**src/rtl/seg_scan_ctrl.sv**
```systemverilog
// Time-multiplexed BCD digit scanner with a double-buffered value and a guard blank before each digit.
// Optional build macro SEG_LEADING_ZERO_BLANK_EN suppresses leading zeros (digit 0 is always shown).
module seg_scan_ctrl #(
    parameter int NUM_DIGITS   = 4,
    parameter int REFRESH_DIV  = 50000,
    parameter int BLANK_CYCLES = 16
) (
    input  logic                    clock,
    input  logic                    reset,
    input  logic                    enable,
    input  logic [4*NUM_DIGITS-1:0] value_in,
    input  logic                    load,
    output logic                    load_ack,
    output logic [3:0]              bcd_out,
    output logic [NUM_DIGITS-1:0]   digit_en_n,
    output logic                    frame_start
);

    localparam int MAXC = (REFRESH_DIV > BLANK_CYCLES) ? REFRESH_DIV : BLANK_CYCLES;
    localparam int CW   = $clog2(MAXC + 1);
    localparam int IW   = $clog2(NUM_DIGITS);

    localparam logic [CW-1:0] BLANK_LAST   = CW'(BLANK_CYCLES - 1);
    localparam logic [CW-1:0] REFRESH_LAST = CW'(REFRESH_DIV - 1);
    localparam logic [IW-1:0] IDX_LAST     = IW'(NUM_DIGITS - 1);

    typedef enum logic {ST_BLANK, ST_SHOW} state_t;

    state_t                  state_q, state_d;
    logic [IW-1:0]           idx_q, idx_d;
    logic [CW-1:0]           cnt_q, cnt_d;
    logic                    run_q, run_d;
    logic [4*NUM_DIGITS-1:0] active_q, active_d;
    logic [4*NUM_DIGITS-1:0] shadow_q, shadow_d;
    logic                    pending_q, pending_d;
    logic                    transfer;

    logic                    load_ack_q, load_ack_d;
    logic [3:0]              bcd_q, bcd_d;
    logic [NUM_DIGITS-1:0]   en_n_q, en_n_d;
    logic                    frame_q, frame_d;

    logic [3:0]              digit [NUM_DIGITS];

    genvar gi;
    generate
        for (gi = 0; gi < NUM_DIGITS; gi++) begin : g_digit
            assign digit[gi]  = active_d[4*gi +: 4];
            assign en_n_d[gi] = !(state_d == ST_SHOW && idx_d == IW'(gi));
        end
    endgenerate

`ifdef SEG_LEADING_ZERO_BLANK_EN
    // zero_above[i] is set when digit i and every more significant digit are zero.
    logic [NUM_DIGITS-1:0] zero_above;
    generate
        for (gi = 0; gi < NUM_DIGITS; gi++) begin : g_lz
            if (gi == NUM_DIGITS - 1) begin : g_top
                assign zero_above[gi] = (digit[gi] == 4'h0);
            end else begin : g_mid
                assign zero_above[gi] = (digit[gi] == 4'h0) && zero_above[gi+1];
            end
        end
    endgenerate
`endif

    always_ff @(posedge clock) begin
        if (reset) begin
            state_q    <= ST_BLANK;
            idx_q      <= '0;
            cnt_q      <= '0;
            run_q      <= 1'b0;
            active_q   <= '0;
            shadow_q   <= '0;
            pending_q  <= 1'b0;
            load_ack_q <= 1'b0;
            bcd_q      <= 4'hF;
            en_n_q     <= '1;
            frame_q    <= 1'b0;
        end else begin
            state_q    <= state_d;
            idx_q      <= idx_d;
            cnt_q      <= cnt_d;
            run_q      <= run_d;
            active_q   <= active_d;
            shadow_q   <= shadow_d;
            pending_q  <= pending_d;
            load_ack_q <= load_ack_d;
            bcd_q      <= bcd_d;
            en_n_q     <= en_n_d;
            frame_q    <= frame_d;
        end
    end

    // The state registers describe the scan position currently on the outputs;
    // outputs are registered from the next position so they line up with it.
    always_comb begin
        state_d   = state_q;
        idx_d     = idx_q;
        cnt_d     = cnt_q;
        run_d     = enable;
        transfer  = 1'b0;

        if (!enable || !run_q) begin
            state_d = ST_BLANK;
            idx_d   = '0;
            cnt_d   = '0;
        end else begin
            case (state_q)
                ST_BLANK: begin
                    if (cnt_q == BLANK_LAST) begin
                        state_d = ST_SHOW;
                        cnt_d   = '0;
                    end else begin
                        cnt_d = cnt_q + CW'(1);
                    end
                end
                default: begin
                    if (cnt_q == REFRESH_LAST) begin
                        state_d = ST_BLANK;
                        cnt_d   = '0;
                        if (idx_q == IDX_LAST) begin
                            idx_d    = '0;
                            transfer = pending_q;
                        end else begin
                            idx_d = idx_q + IW'(1);
                        end
                    end else begin
                        cnt_d = cnt_q + CW'(1);
                    end
                end
            endcase
        end

        active_d  = transfer ? shadow_q : active_q;
        shadow_d  = shadow_q;
        pending_d = transfer ? 1'b0 : pending_q;
        if (load) begin
            shadow_d  = value_in;
            pending_d = 1'b1;
        end

        load_ack_d = transfer;
        frame_d    = enable && run_q ? (state_d == ST_BLANK && idx_d == '0 && cnt_d == '0)
                                     : enable;
        bcd_d      = 4'hF;
        if (state_d == ST_SHOW) begin
            bcd_d = digit[idx_d];
`ifdef SEG_LEADING_ZERO_BLANK_EN
            if (idx_d != '0 && zero_above[idx_d]) begin
                bcd_d = 4'hF;
            end
`endif
        end
    end

    assign load_ack    = load_ack_q;
    assign bcd_out     = bcd_q;
    assign digit_en_n  = en_n_q;
    assign frame_start = frame_q;

endmodule

```
**config.mk**
```make
export PLATFORM = sky130hd
export DESIGN_NAME = seg_scan_ctrl
export DESIGN_NICKNAME = d
export VERILOG_FILES = /design/src/rtl/seg_scan_ctrl.sv
export SDC_FILE = /design/constraint.sdc
export NUM_CORES = 1
export LEC_CHECK = 0
export CAP_MARGIN = 30
export CORE_UTILIZATION = 35
export DETAILED_ROUTE_END_ITERATION = 10
export SLEW_MARGIN = 20
export SYNTH_ARGS = -nofsm -noshare
export SYNTH_HDL_FRONTEND = slang
export SYNTH_SLANG_ARGS = --single-unit
```
**constraint.sdc**
```tcl
create_clock -name clock -period 2.3 [get_ports clock]
set_clock_uncertainty 0.15 [all_clocks]
set_input_delay 0.23 -clock clock [delete_from_list [all_inputs] [get_ports clock]]
set_output_delay 0.23 -clock clock [all_outputs]
set_load 0.01 [all_outputs]
```
Word level (Yosys, flattened, before mapping)

Index checks and enable logic that the tools add are counted.

Bits of input ports: 20
Output and inout port bits: 10
Register bits after elaboration: 63
Word-level logic and storage cells: 63

Magnitude comparators: 1
Bitwise operators: 2
Equality and inequality tests: 6
Mux-type cells: 23
Add/subtract/negate cells: 2
Reduce and logical (&&, ||, !) cells: 18

Operators by type and width:

| kind                    | count |
|---|---|
| $mux W16                | 5 |
| $add A16 B1 Y16 const B | 1 |
| $eq A16 B16 Y1 const B  | 1 |
| $eq A16 B4 Y1 const B   | 1 |
| $logic_not A16 Y1       | 1 |
| $mux W1                 | 11 |
| $bmux W4 S2             | 1 |
| $mux W2                 | 4 |
| $mux W4                 | 2 |
| $logic_and A1 B1 Y1     | 7 |
| $eq A2 B2 Y1 const B    | 3 |
| $logic_not A1 Y1        | 6 |
| $ge A3 B3 Y1 const B    | 1 |
| $not A2 Y3              | 1 |
| $add A2 B1 Y2 const B   | 1 |
| $eq A2 B1 Y1 const B    | 1 |
| $logic_not A2 Y1        | 1 |
| $reduce_bool A2 Y1      | 1 |
| $reduce_or A2 Y1        | 1 |
| $logic_or A1 B1 Y1      | 1 |
| $not A1 Y1              | 1 |

Depth between registers and ports, before layout

Word-level depth: 9
Mapped depth: 10
Gate-level depth less buffers: 8

Least setup slack after synthesis

OpenSTA, ideal clock, no wires.

Path kind: register to register
Start point: register cnt_q[0]
End point: register bcd_q[3] (netlist: bcd_out[3])
Stages on the path, launching flop included: 11
Path slack: -0.161 ns
Period minus slack after synthesis: 2.461 ns
Library setup time: 0.120 ns
Path buffers: 3
Arrival time: 2.191 ns
Data required time: 2.030 ns
Cells stage by stage: dfxtp_1 ha_1 and3_1 buf_4 nand3_2 or4_4 buf_6 buf_8 mux2i_1 o22ai_1 a211o_1

Word-level cells in the longest chain between the ends: 8
Elaborated cells on any way between the ends: 19
Those cells by class: eq/ne (2); mux (14); bitwise (2); reduce/logical (1)

Ends and longest elaborated chain:

| element                                     | line     | RTL |
|---|---|---|
| start: declaration                          | 31       | `logic [CW-1:0] cnt_q, cnt_d;` |
| start signal: assignment                    | 83       | `cnt_q <= cnt_d;` |
| $eq A16 B16 Y1                              | 119      | `if (cnt_q == REFRESH_LAST) begin` |
| $mux W1 or $mux W2 (tied branches)          | 119      |  |
| $mux W1 or $mux W2 (tied branches)          | 109      | `case (state_q)` |
| $mux W1 or $mux W2 (tied branches)          | 104      | `if (!enable \|\| !run_q) begin` |
| $mux W16 or $not A2 Y3 (tied branches)      | 135, 148 |  |
| $bmux W4 S2                                 | 148      | `bcd_d = digit[idx_d];` |
| $mux W4 (not written as such) (2 in series) | 148      |  |
| end signal: assignment                      | 77       | `bcd_q <= 4'hF;` |
| end signal: assignment                      | 89       | `bcd_q <= bcd_d;` |
| end: declaration                            | 39       | `logic [3:0] bcd_q, bcd_d;` |

Several ways; a longest one is shown, not always the timed one. The select of a mux whose other input is x is not followed.
A chain may end at the register's enable or synchronous reset.

Final worst setup path

Start point: register cnt_q[1]
End point: register bcd_q[1] (netlist: bcd_out[1])

Same word-level chain as after synthesis.

==> impl_results.md <==
- Setup crit end kind: flop
- Num rows: 31
- Critical Setup Path Class: flop to flop
- Crit path max-delay cell type: or4_4
- Drt total wl: 5807 um
- Period utilization: 0.9642
- Final setup margin: about 0.082 ns
- Vias in the first global route: between 1500 and 2000
- Hold WC Path Type: input pin to flop
- CTS sink count: 63
- Fin nets: roughly 380
- Die area: 8132 um^2
- Crit path DAT: between 2 and 2.5 ns
- Later-pin clock latency in the skew report: about 0.34 ns
- Fmax: between 400 and 500 MHz
- Post-DR vias/cell: between 4 and 5
- Hold Path Origin: value_in[12]
- Initial Util: 0.3693
- Num ports: 30
- Final Util: 0.4993
- # DRC: 0
- Hold path cells: 3
- Clock edge transition at the registers on the reported setup and hold paths: around 0.07 ns
- R2r setup slk: between 0.08 and 0.09 ns
- Most common flop cell mapped by yosys: dfxtp_1
- R2R Path End: bcd_out[1]
- Max incr delay on CP: ~0.46 ns
- Startpoint Class: flop
- Post-route insts no fill: roughly 460
- Crit path time final: approximately 2.2 ns
- Port bufs: 29
- Largest cells by area after synthesis: dfxtp_1 (46%), mux2i_1 (13%), nor2_1 (8.7%)
- R2R Path Start: cnt_q[1]
- Share of layout cells above drive strength 1: 0.2055
- CTS max path bufs: 2
- Worst Hold Endpoint: shadow_q[12]
- Core footprint: 7370 um^2
- Placed Instances: roughly 440
- Yosys top cell area share: 0.4634
- Status: complete, no violations
- GRT Total Usage: 0.1459
- Largest net degree at the start of global routing: 33
- Wire length per cell: between 10 and 15 um
- CTS root buf: clkbuf_8
- Detailed Place HPWL: about 4100 um
- Worst VDD drop: ~290 uV
- Violation count after the first detailed-route iteration: ~120
- Unique masters post-synth: between 40 and 50
- Leakage power: about 1.5 nW
- Final Cell Area: roughly 3700 um^2
- Initial antenna violation count: 0
- Ant diodes: 0
- First-pass GRT wire length: about 9300 um
- CP delay by family, top: simple AND/OR/NAND/NOR gates
- Yosys top cell by area: dfxtp_1
- Placement-stage cell area: 3307 um^2
- Final Hold Vio Count: 0
- Pwr/cell area: approximately 650 nW/um^2
- Worst-margin pin slew: ~0.38 ns
- Slew Limit Headroom: 0.7435
- Pre-CTS WS: -0.1145 ns
- CP startpoint: cnt_q[1]
- Fin. max-slew vios: 0
- Average size of a mapped cell: 9.225 um^2
- Sequential share of the synthesized area: 0.4634
- Number of flops mapped to enable cells by yosys: 0
- Synth warnings: 0
- #FFs+latches synth: between 60 and 70
- Synthesized cell area: 2721 um^2
- # H-tree levels: 3
- RSZ-0062 raised after global routing: true
- CTS Buf Count: 9
- R2R cell count: 8
- Area delta synth->final: 35.22%
- Synthesized instance count: roughly 300
- Maxcap violations: 0
- Die Ht: ~90 um
- Router iterations before antenna repair: 4
- Final setup viols: 0
- Worst Path Required: 2.38 ns
- CP bufs+invs: 1
- Number of routed nets with antenna violations: 0
- Via count: about 2200
- Total power: between 2 and 2.5 mW
- CTS tree: yes
- Synth cell count leaders: dfxtp_1 (63), nor2_1 (63), mux2i_1 (35)
- RD Place Congestion: 0.8417
- Crit path cell chain: ha_4, and3_4, nand3_2, or4_4, buf_12, mux2i_1, o22ai_1, a211o_1
- Die X: between 90 and 100 um
- Syn_nets: around 320
- Post-synth ARST share: 0
- Critical path peak fanout: 8
- GR Overflow Total: 0
worst max-delay path by stage:
| stage | to | slack, ns | depth (start not counted) |
|---|---|---|---|
| after global placement | bcd_out[1] | -0.08 | 6 |
| after global routing | bcd_out[2] | -0.03 | 10 |
| after detailed placement | bcd_out[0] | -0.11 | 6 |
| after floorplan | bcd_out[3] | 0.03 | 10 |
| final | bcd_out[1] | 0.08 | 8 |
| after CTS | bcd_out[1] | -0.01 | 8 |
placed cells by master, fill, tap and decap left out, drive strengths merged, types with 2 or more instances in the layout:
master,n
a211o,5
a21oi,5
a31oi,5
and2,2
and3,4
and4,2
buf,42
bufinv,3
clkbuf,10
clkdlybuf4s50,29
clkinv,3
dfxtp,63
ha,2
inv,2
mux2i,35
nand2,10
nand2b,4
nand3,16
nand3b,2
nand4,3
nor2,63
nor3,12
nor4,3
nor4b,2
o21ai,6
o22ai,4
or2,2
or3,3
xnor2,8
xor2,8
layout make-up:
type                    count  area (um^2)
multi-input cells         213         1425
clock inverters             6        108.9
fillers                   733         3690
repair buffers             71        621.8
well taps                  99        123.9
inverters                   2        7.507
clock buffers              10        127.6
flip-flops and latches     63         1265
cells by family after synthesis:
kind of cell | after synthesis | synth area share
flops | 63 | 0.4634
mux | 35 | 0.1287
xor+xnor | 16 | 0.05150
fa+ha+maj | 2 | 0.009194
simple gates | 130 | 0.2368
buf+inv | 19 | 0.03816
compound gates | 30 | 0.07218
per-stage QoR:
step                 TNS, ns  hold slack, ns
finish                     0          0.3471
global route        -0.06354          0.3510
CTS                 -0.01902          0.3388
detailed placement   -0.3933          0.3306
global placement     -0.2604          0.3243
floorplan                  0          0.1634
metal layers:
layer	GRT usage	vias up	wire length, um	share of wire
li1	-	1154	-	-
met1	0.2012	1034	3073	0.53
met2	0.2067	36	2455	0.42
met3	0.03130	9	144	0.025
met4	0.08871	0	133	0.023
met5	0	-	0	0
state kept, by name, indices dropped and copies added (netlist names):
register	count
active_q	16
cnt_q	16
shadow_q	16
bcd_out	4
digit_en_n	4
idx_q	2
frame_start	1
load_ack	1
pending_q	1
run_q	1
state_q	1
timing repair:
item,4_1_cts,5_1_grt
pin swaps,6,3
hold buffers,0,0
setup endpoints to repair,2,13
resized for setup,3,11
setup buffers,8,1
worst min-delay path: stages:
cell and delay (ns):
clkdlybuf4s50_1 0.39, mux2i_1 0.13, nor2_1 0.05
power by group:
group,internal [mW],switching [mW]
registers,1.11,0.0141
clock network,0.718,0.432
logic,0.0569,0.0419
Note: power is estimated with default switching activity, not from simulation.
